===== config.mk =====
export PLATFORM = sky130hd
export DESIGN_NAME = id_ex_stage
export DESIGN_NICKNAME = d
export VERILOG_FILES = /design/src/rtl/rv_pipe_pkg.sv /design/src/rtl/pipe_skid_buf.sv /design/src/rtl/id_ex_stage.sv
export SDC_FILE = /design/constraint.sdc
export NUM_CORES = 1
export LEC_CHECK = 0
export CORE_ASPECT_RATIO = 0.9
export CORE_MARGIN = 2
export CORE_UTILIZATION = 53
export CTS_CLUSTER_SIZE = 25
export DETAILED_ROUTE_END_ITERATION = 8
export PLACE_DENSITY = 0.95
export SYNTH_ARGS = -nofsm -noshare
export SYNTH_HDL_FRONTEND = slang
export SYNTH_SLANG_ARGS = --single-unit

===== constraint.sdc =====
create_clock -name clock -period 4.9 [get_ports clock]
set_input_delay 0.98 -clock clock [delete_from_list [all_inputs] [get_ports clock]]
set_output_delay 0.98 -clock clock [all_outputs]
set_load 0.005 [all_outputs]

===== src/rtl/rv_pipe_pkg.sv =====
// Shared types and constants for the ID/EX pipeline stage: datapath widths,
// ALU opcodes and the decoded-instruction payload carried through the skid buffer.
package rv_pipe_pkg;

    localparam int XLEN   = 32;
    localparam int CTRL_W = 6;
    localparam int REG_AW = 5;

    typedef enum logic [CTRL_W-1:0] {
        ALU_ADD    = 6'b000000,
        ALU_SLL    = 6'b000001,
        ALU_SLT    = 6'b000010,
        ALU_SLTU   = 6'b000011,
        ALU_BEQ    = 6'b010000,
        ALU_PASS_A = 6'b111111
    } alu_op_e;

    // alu_ctrl is a raw code so that any value from decode passes through untouched
    typedef struct packed {
        logic [XLEN-1:0]   pc;
        logic [XLEN-1:0]   rs1_data;
        logic [XLEN-1:0]   rs2_data;
        logic [XLEN-1:0]   imm;
        logic [REG_AW-1:0] rs1;
        logic [REG_AW-1:0] rs2;
        logic [REG_AW-1:0] rd;
        logic [CTRL_W-1:0] alu_ctrl;
        logic              branch_op;
        logic              alu_src_b;
        logic              reg_write;
    } id_ex_payload_t;

endpackage


===== src/rtl/pipe_skid_buf.sv =====
// Generic 2-entry (head + skid) valid/ready buffer with flush. Upstream ready is
// registered (!skid_valid), so there is no combinational path from out_ready to in_ready.
module pipe_skid_buf #(
    parameter type T = logic [7:0]
) (
    input  logic clock,
    input  logic reset,
    input  logic in_valid,
    output logic in_ready,
    input  T     in_data,
    input  logic flush,
    output logic out_valid,
    input  logic out_ready,
    output T     out_data
);

    // Handshake: a beat transfers on a rising edge where valid and ready are both high;
    // valid must not depend on ready, and a flush discards everything, including the
    // beat offered in the same cycle.
    T     head_q, head_d;
    T     skid_q, skid_d;
    logic head_v_q, head_v_d;
    logic skid_v_q, skid_v_d;
    logic push, pop;

    assign in_ready  = !skid_v_q;
    assign out_valid = head_v_q;
    assign out_data  = head_q;

    always_comb begin
        head_d   = head_q;
        skid_d   = skid_q;
        head_v_d = head_v_q;
        skid_v_d = skid_v_q;
        push     = in_valid && !skid_v_q;
        pop      = head_v_q && out_ready;
        if (flush) begin
            head_v_d = 1'b0;
            skid_v_d = 1'b0;
        end else if (pop) begin
            // push is impossible while the skid is occupied
            if (skid_v_q) begin
                head_d   = skid_q;
                skid_v_d = 1'b0;
            end else if (push) begin
                head_d = in_data;
            end else begin
                head_v_d = 1'b0;
            end
        end else if (push) begin
            if (!head_v_q) begin
                head_d   = in_data;
                head_v_d = 1'b1;
            end else begin
                skid_d   = in_data;
                skid_v_d = 1'b1;
            end
        end
    end

    always_ff @(posedge clock or negedge reset) begin
        if (!reset) begin
            head_q   <= '0;
            skid_q   <= '0;
            head_v_q <= 1'b0;
            skid_v_q <= 1'b0;
        end else begin
            head_q   <= head_d;
            skid_q   <= skid_d;
            head_v_q <= head_v_d;
            skid_v_q <= skid_v_d;
        end
    end

endmodule


===== src/rtl/id_ex_stage.sv =====
// Decode-to-execute stage: skid-buffered decoded instruction, operand selection with
// optional EX/MEM and MEM/WB forwarding (enabled by defining ID_EX_FWD_EN), stall counter.
import rv_pipe_pkg::*;

module id_ex_stage #(
    parameter int CNT_W = 16
) (
    input  logic              clock,
    input  logic              reset,
    input  logic              in_valid,
    output logic              in_ready,
    input  logic [XLEN-1:0]   in_pc,
    input  logic [XLEN-1:0]   in_rs1_data,
    input  logic [XLEN-1:0]   in_rs2_data,
    input  logic [XLEN-1:0]   in_imm,
    input  logic [REG_AW-1:0] in_rs1,
    input  logic [REG_AW-1:0] in_rs2,
    input  logic [REG_AW-1:0] in_rd,
    input  logic [CTRL_W-1:0] in_alu_ctrl,
    input  logic              in_branch_op,
    input  logic              in_alu_src_b,
    input  logic              in_reg_write,
    input  logic              flush,
    input  logic              exmem_reg_write,
    input  logic [REG_AW-1:0] exmem_rd,
    input  logic [XLEN-1:0]   exmem_result,
    input  logic              memwb_reg_write,
    input  logic [REG_AW-1:0] memwb_rd,
    input  logic [XLEN-1:0]   memwb_result,
    output logic              out_valid,
    input  logic              out_ready,
    output logic [XLEN-1:0]   operand_A,
    output logic [XLEN-1:0]   operand_B,
    output logic [CTRL_W-1:0] ALU_Control,
    output logic              branch_op,
    output logic [XLEN-1:0]   out_pc,
    output logic [REG_AW-1:0] out_rd,
    output logic              out_reg_write,
    output logic [CNT_W-1:0]  stall_cycles
);

    id_ex_payload_t in_pl, head;
    logic [XLEN-1:0]  fwd_a, fwd_b;
    logic [CNT_W-1:0] stall_q, stall_d;

    always_comb begin
        in_pl           = '0;
        in_pl.pc        = in_pc;
        in_pl.rs1_data  = in_rs1_data;
        in_pl.rs2_data  = in_rs2_data;
        in_pl.imm       = in_imm;
        in_pl.rs1       = in_rs1;
        in_pl.rs2       = in_rs2;
        in_pl.rd        = in_rd;
        in_pl.alu_ctrl  = in_alu_ctrl;
        in_pl.branch_op = in_branch_op;
        in_pl.alu_src_b = in_alu_src_b;
        in_pl.reg_write = in_reg_write;
    end

    pipe_skid_buf #(.T(id_ex_payload_t)) u_buf (
        .clock    (clock),
        .reset    (reset),
        .in_valid (in_valid),
        .in_ready (in_ready),
        .in_data  (in_pl),
        .flush    (flush),
        .out_valid(out_valid),
        .out_ready(out_ready),
        .out_data (head)
    );

`ifdef ID_EX_FWD_EN
    // EX/MEM is the younger producer, so it wins over MEM/WB; x0 is never forwarded
    function automatic logic [XLEN-1:0] fwd(input logic [REG_AW-1:0] rs,
                                            input logic [XLEN-1:0]   d);
        if (exmem_reg_write && exmem_rd == rs && rs != '0)
            return exmem_result;
        else if (memwb_reg_write && memwb_rd == rs && rs != '0)
            return memwb_result;
        else
            return d;
    endfunction

    assign fwd_a = fwd(head.rs1, head.rs1_data);
    assign fwd_b = fwd(head.rs2, head.rs2_data);
`else
    logic unused_fwd;
    assign unused_fwd = ^{exmem_reg_write, exmem_rd, exmem_result,
                          memwb_reg_write, memwb_rd, memwb_result, head.rs1, head.rs2};
    assign fwd_a = head.rs1_data;
    assign fwd_b = head.rs2_data;
`endif

    assign operand_A     = fwd_a;
    assign operand_B     = head.alu_src_b ? head.imm : fwd_b;
    assign ALU_Control   = head.alu_ctrl;
    assign branch_op     = head.branch_op;
    assign out_pc        = head.pc;
    assign out_rd        = head.rd;
    assign out_reg_write = head.reg_write;
    assign stall_cycles  = stall_q;

    always_comb begin
        stall_d = stall_q;
        if (out_valid && !out_ready && stall_q != '1)
            stall_d = stall_q + 1'b1;
    end

    always_ff @(posedge clock or negedge reset) begin
        if (!reset) stall_q <= '0;
        else        stall_q <= stall_d;
    end

endmodule


Word level (Yosys, flattened, before mapping):

Index checks and enable logic that the tools add are counted.

* add/sub/neg operators: 1
* eq/ne operators: 4
* mux-type cells: 15
* bitwise gates (word level): 2
* reduce and logical (&&, ||, !) cells: 14

Operators by type and width (number)
* 152-bit 2-to-1 mux: 5
* 32-bit 2-to-1 mux: 1
* 16-bit by 1-bit adder with 16-bit output, second input constant: 1
* 16-bit inequality test, second input constant: 1
* 1-bit 2-to-1 mux: 9
* 4-bit AND reduction: 2
* 3-bit inequality test, second input constant: 2
* 3-bit nonzero test: 2
* 1-bit logical AND: 4
* 2-bit nonzero test: 2
* 3-bit AND reduction: 1
* 1-bit zero test: 2
* 2-bit inequality test, second input constant: 1
* 1-bit inverter: 2
* 2-bit AND reduction: 1

* register bits after elaboration: 312
* input bits: 233
* output and inout port bits: 127
* logic and storage cells: 59

Longest topological paths before layout:

* depth after elaboration: 6
* depth in mapped cells: 6

By module:

A second synthesis with hierarchy kept.

* cell total of the unflattened synthesis: 932
* area total of the unflattened synthesis: 14387.5 um^2

By module, submodules not included
* pipe_skid_buf: times used 1, cells each 823, area an instance 13190.2 um^2
* id_ex_stage: times used 1, cells each 109, area an instance 1197.4 um^2

Worst setup path after synthesis:

OpenSTA, ideal clock, no wires.

* kind: input to register
* start: input port out_ready
* end: register stall_q[15] (netlist: stall_cycles[15])
* library setup time: 0.125 ns
* arrival: 2.308 ns
* slack: 2.468 ns
* stages: 5
* cell sequence: nand2b_2 buf_4 or4_4 nor3_2 mux2_2

* cells in the longest elaborated chain, start to end: 3

RTL lines
* start: declaration: line id_ex_stage.sv:31 `input logic out_ready,`
* 1-bit zero test: line id_ex_stage.sv:106 `if (out_valid && !out_ready && stall_q != '1)`
* 1-bit logical AND (2 in series): line id_ex_stage.sv:106
* end signal: assignment: line id_ex_stage.sv:112 `else stall_q <= stall_d;`
* end: declaration: line id_ex_stage.sv:44 `logic [CNT_W-1:0] stall_q, stall_d;`

No other way between the ends.
A chain may end at the register's enable or synchronous reset.

Worst setup path in the final report:

* start: register u_buf.head_q (netlist bit u_buf.out_data[1])
* end: output port operand_B[31]

* cells in the longest elaborated chain, start to end: 1

RTL lines
* start: declaration: line pipe_skid_buf.sv:20 `T head_q, head_d;`
* start signal: assignment: line pipe_skid_buf.sv:63 `head_q <= '0;`
* start signal: assignment: line pipe_skid_buf.sv:68 `head_q <= head_d;`
* 32-bit 2-to-1 mux: line id_ex_stage.sv:96 `assign operand_B = head.alu_src_b ? head.imm : fwd_b;`
* end: declaration: line id_ex_stage.sv:33 `output logic [XLEN-1:0] operand_B,`

No other way between the ends.

==> impl_metrics.yaml <==
global_routing:
  grt_pass1_wl_um: 48200
  met1_usage_pct: 27.0
  overflow: 0
  grt_use_met3_pct: 8.35
  antenna_found_initial: 1
  top_usage_layer: "met2"
  grt_usage_pct: 22.4
  met2_usage_pct: 37.9
  grt_pass1_vias: 9369
  grt_max_degree: 149
sta:
  hold_viol: 0
  slew_violations: 0
  tightest_slew_ps: 861
  fin_setup_tns_ps: 0
  min_period_ps: 3200
  hold_ws_ps: 504
  setup_viol: 0
  slew_headroom_pct: 42.6
  rsz0062_at_grt: "false"
  finalCritPeriodShare_pct: 65.2
  maxClockFrequency_mhz: 313
  clock_skew_ps: 13.4
route:
  drt-total-wl_um: 30600
  via_per_inst: 5.45
  drc: 0
  wire_per_inst_um: 18.6
  dr.pass1.iters: 5
  antenna_left: 0
  drtIter0Drc: 495
  via_count: 8974
outcome:
  status: "finished clean"
die:
  rows: 55
  ios: 360
  start_util_pct: 53.9
  die_w_um: 172
  die_area_um2: 26800
  die_h_um: 156
  coreArea_um2: 25100
power_and_ir_drop:
  internal-power_mw: 5.54
  combPwrFrac_pct: 20.6
  power.total_mw: 7.38
  p_sw_share_pct: 25.0
  p_per_area_nw_per_um2: 431
  seqPwrFrac_pct: 45.9
  peakVddDrop_mv: 0.306
  p_switching_mw: 1.84
  clock_power_share_pct: 33.5
  leakagePower_nw: 7.99
yosys:
  yosys_register_bits: 302
  ys_seq_area_share_pct: 55.8
  synth_edf_count: 0
  synth_area_um2: 13500
  ys.flop_type: "dfrtp_1"
  syn_area_per_cell_um2: 12.2
  synth_cells: 1111
  syn_nets: 1345
  async_reset_ff_share_pct: 100
  synth_cell_types: 34
  synth_warnings: 0
setup_path:
  cp_num_cells: 3
  startpoint_type: "flip-flop"
  path_buf_inv: 2
  path_cells: "buf_4 > mux2_2 > clkdlybuf4s50_1"
  crit_slowest_cell: "clkdlybuf4s50_1"
  critPathMaxStageDelay_ps: 510
  path_max_fanout: 32
  crit_type: "flip-flop to output port"
  rr_worst_depth: 4
  crit_family: "buffers and inverters"
  crit_required_ps: 3920
  cp-end-kind: "output port"
  cp.arrival_ps: 2220
clock_network:
  cts_tree: "built"
  clk_pin_slew_ps: 60
  post_cts_buffers: 0
  clock_latency_ps: 540
  numCtsBuffers: 30
  cts_max_level: 1
  cts-root-buf: "clkbuf_16"
  cts_buffer_depth: 3
  ctsResizeCount: 0
  cts.sinks: 302
  holdBufCountCts: 0
finish:
  syn_to_final_growth_pct: 26.4
  nets: 1518
  fill_cells: 1664
  fin_util_pct: 68.1
  drive_gt1_share_pct: 18.9
  antenna_cells: 0
job:
  max_cap_violations: 0
placement:
  port_buffers: 273
  gp_congestion: 0.838
  dp.final_hpwl_um: 19600
worst_hold_path:
  whs_path_depth: 1
  min_path_type: "flip-flop to flip-flop"
cell usage after synthesis, drive strengths merged (5+ instances only):
master,count,area [um2]
a21oi,144,721
buf,125,815
clkbuf,17,63.8
dfrtp,302,7560
mux2,178,2000
mux2i,142,1420
nand2,6,22.5
nand3,6,30.0
nor2,145,544
nor3,6,45.0
o21ai,5,25.0
xor2,8,70.1
layer usage:
layer  vias to the layer above  routed length, um
li1                       4150                  -
met1                      4481              12200
met2                       276              14700
met3                        65               2890
met4                         2                835
met5                         -                 13
final timing paths:
path                                   startpoint  slack (ps)                  end
worst max-delay path            u_buf.out_data[1]        1700        operand_B[31]
worst min-delay path             u_buf.skid_q[48]         500     u_buf.skid_q[48]
worst max register to register    u_buf.out_valid        2650  u_buf.out_data[130]
worst min register to register   u_buf.skid_q[48]         500     u_buf.skid_q[48]
max in group asynchronous                   reset        3290     u_buf.skid_q[92]
min in group asynchronous                   reset         510   u_buf.out_data[82]
state kept, by name, indices dropped and copies added (netlist names):
| name | count |
|---|---|
| u_buf.out_valid | 1 |
| u_buf.skid_q | 142 |
| u_buf.skid_v_q | 1 |
| u_buf.out_data | 142 |
| stall_cycles | 16 |
power by group through the flow:
stage	registers, mW	clock network [mW]	logic (mW)
global route	3.45	2.62	1.65
finish	3.39	2.47	1.52
floorplan	3.32	0	0.913
detailed placement	3.42	0	1.52
global placement	3.37	0	1.46
CTS	3.38	2.52	1.54
per-stage QoR:
step	cell area [um2]	cells	worst slack [ps]
after CTS	17100	1648	1630
final	17100	1648	1700
after global placement	16000	1594	1760
after detailed placement	16000	1594	1690
after global routing	17100	1648	1620
after floorplan	13500	1111	2470
cells in the final DEF, fill, tap and decap left out, drive strengths merged:
| cell | n |
|---|---|
| dfrtp | 302 |
| clkbuf | 43 |
| o21a | 1 |
| or3 | 1 |
| clkinv | 5 |
| nor2b | 2 |
| ha | 1 |
| a211oi | 1 |
| mux2 | 178 |
| nor4b | 1 |
| nand2 | 6 |
| o21ai | 5 |
| mux2i | 142 |
| nor3b | 1 |
| a41oi | 1 |
| a221oi | 1 |
| nor2 | 145 |
| nand4b | 1 |
| bufinv | 5 |
| nor3 | 6 |
| inv | 4 |
| a21oi | 144 |
| xnor2 | 1 |
| nand4 | 4 |
| xor2 | 8 |
| clkdlybuf4s50 | 272 |
| or4 | 1 |
| nand3 | 6 |
| nand2b | 2 |
| nor4 | 4 |
| a31oi | 1 |
| buf | 11 |
layout make-up:
| class | instances | area, um2 | share of cell area (%) |
|---|---|---|---|
| well taps | 342 | 428 | 2.50 |
| flip-flops and latches | 302 | 7560 | 44.2 |
| repair buffers | 283 | 2910 | 17.0 |
| multi-input cells | 664 | 5110 | 29.9 |
| inverters | 3 | 11.3 | 0.0658 |
| clock buffers | 43 | 901 | 5.27 |
| clock inverters | 11 | 184 | 1.08 |
worst register-to-register path, delay by kind of cell (launching register included):
family / cells / cell delay (ps)
compound gates: 1 / 100
buf+inv: 1 / 540
flops: 1 / 550
simple gates: 1 / 650
mux: 1 / 260
cell families after synthesis:
| family | count (synthesis) | share of synthesized area [%] |
|---|---|---|
| AO/OA/AOI/OAI | 154 | 5.84 |
| XOR/XNOR | 9 | 0.583 |
| adder cells (fa/ha/maj) | 1 | 0.0924 |
| buffers and inverters | 145 | 6.57 |
| flip-flops | 302 | 55.8 |
| multiplexers | 320 | 25.3 |
| AND/OR/NAND/NOR | 180 | 5.74 |
No activity file was read; power rests on OpenSTA's default activity.
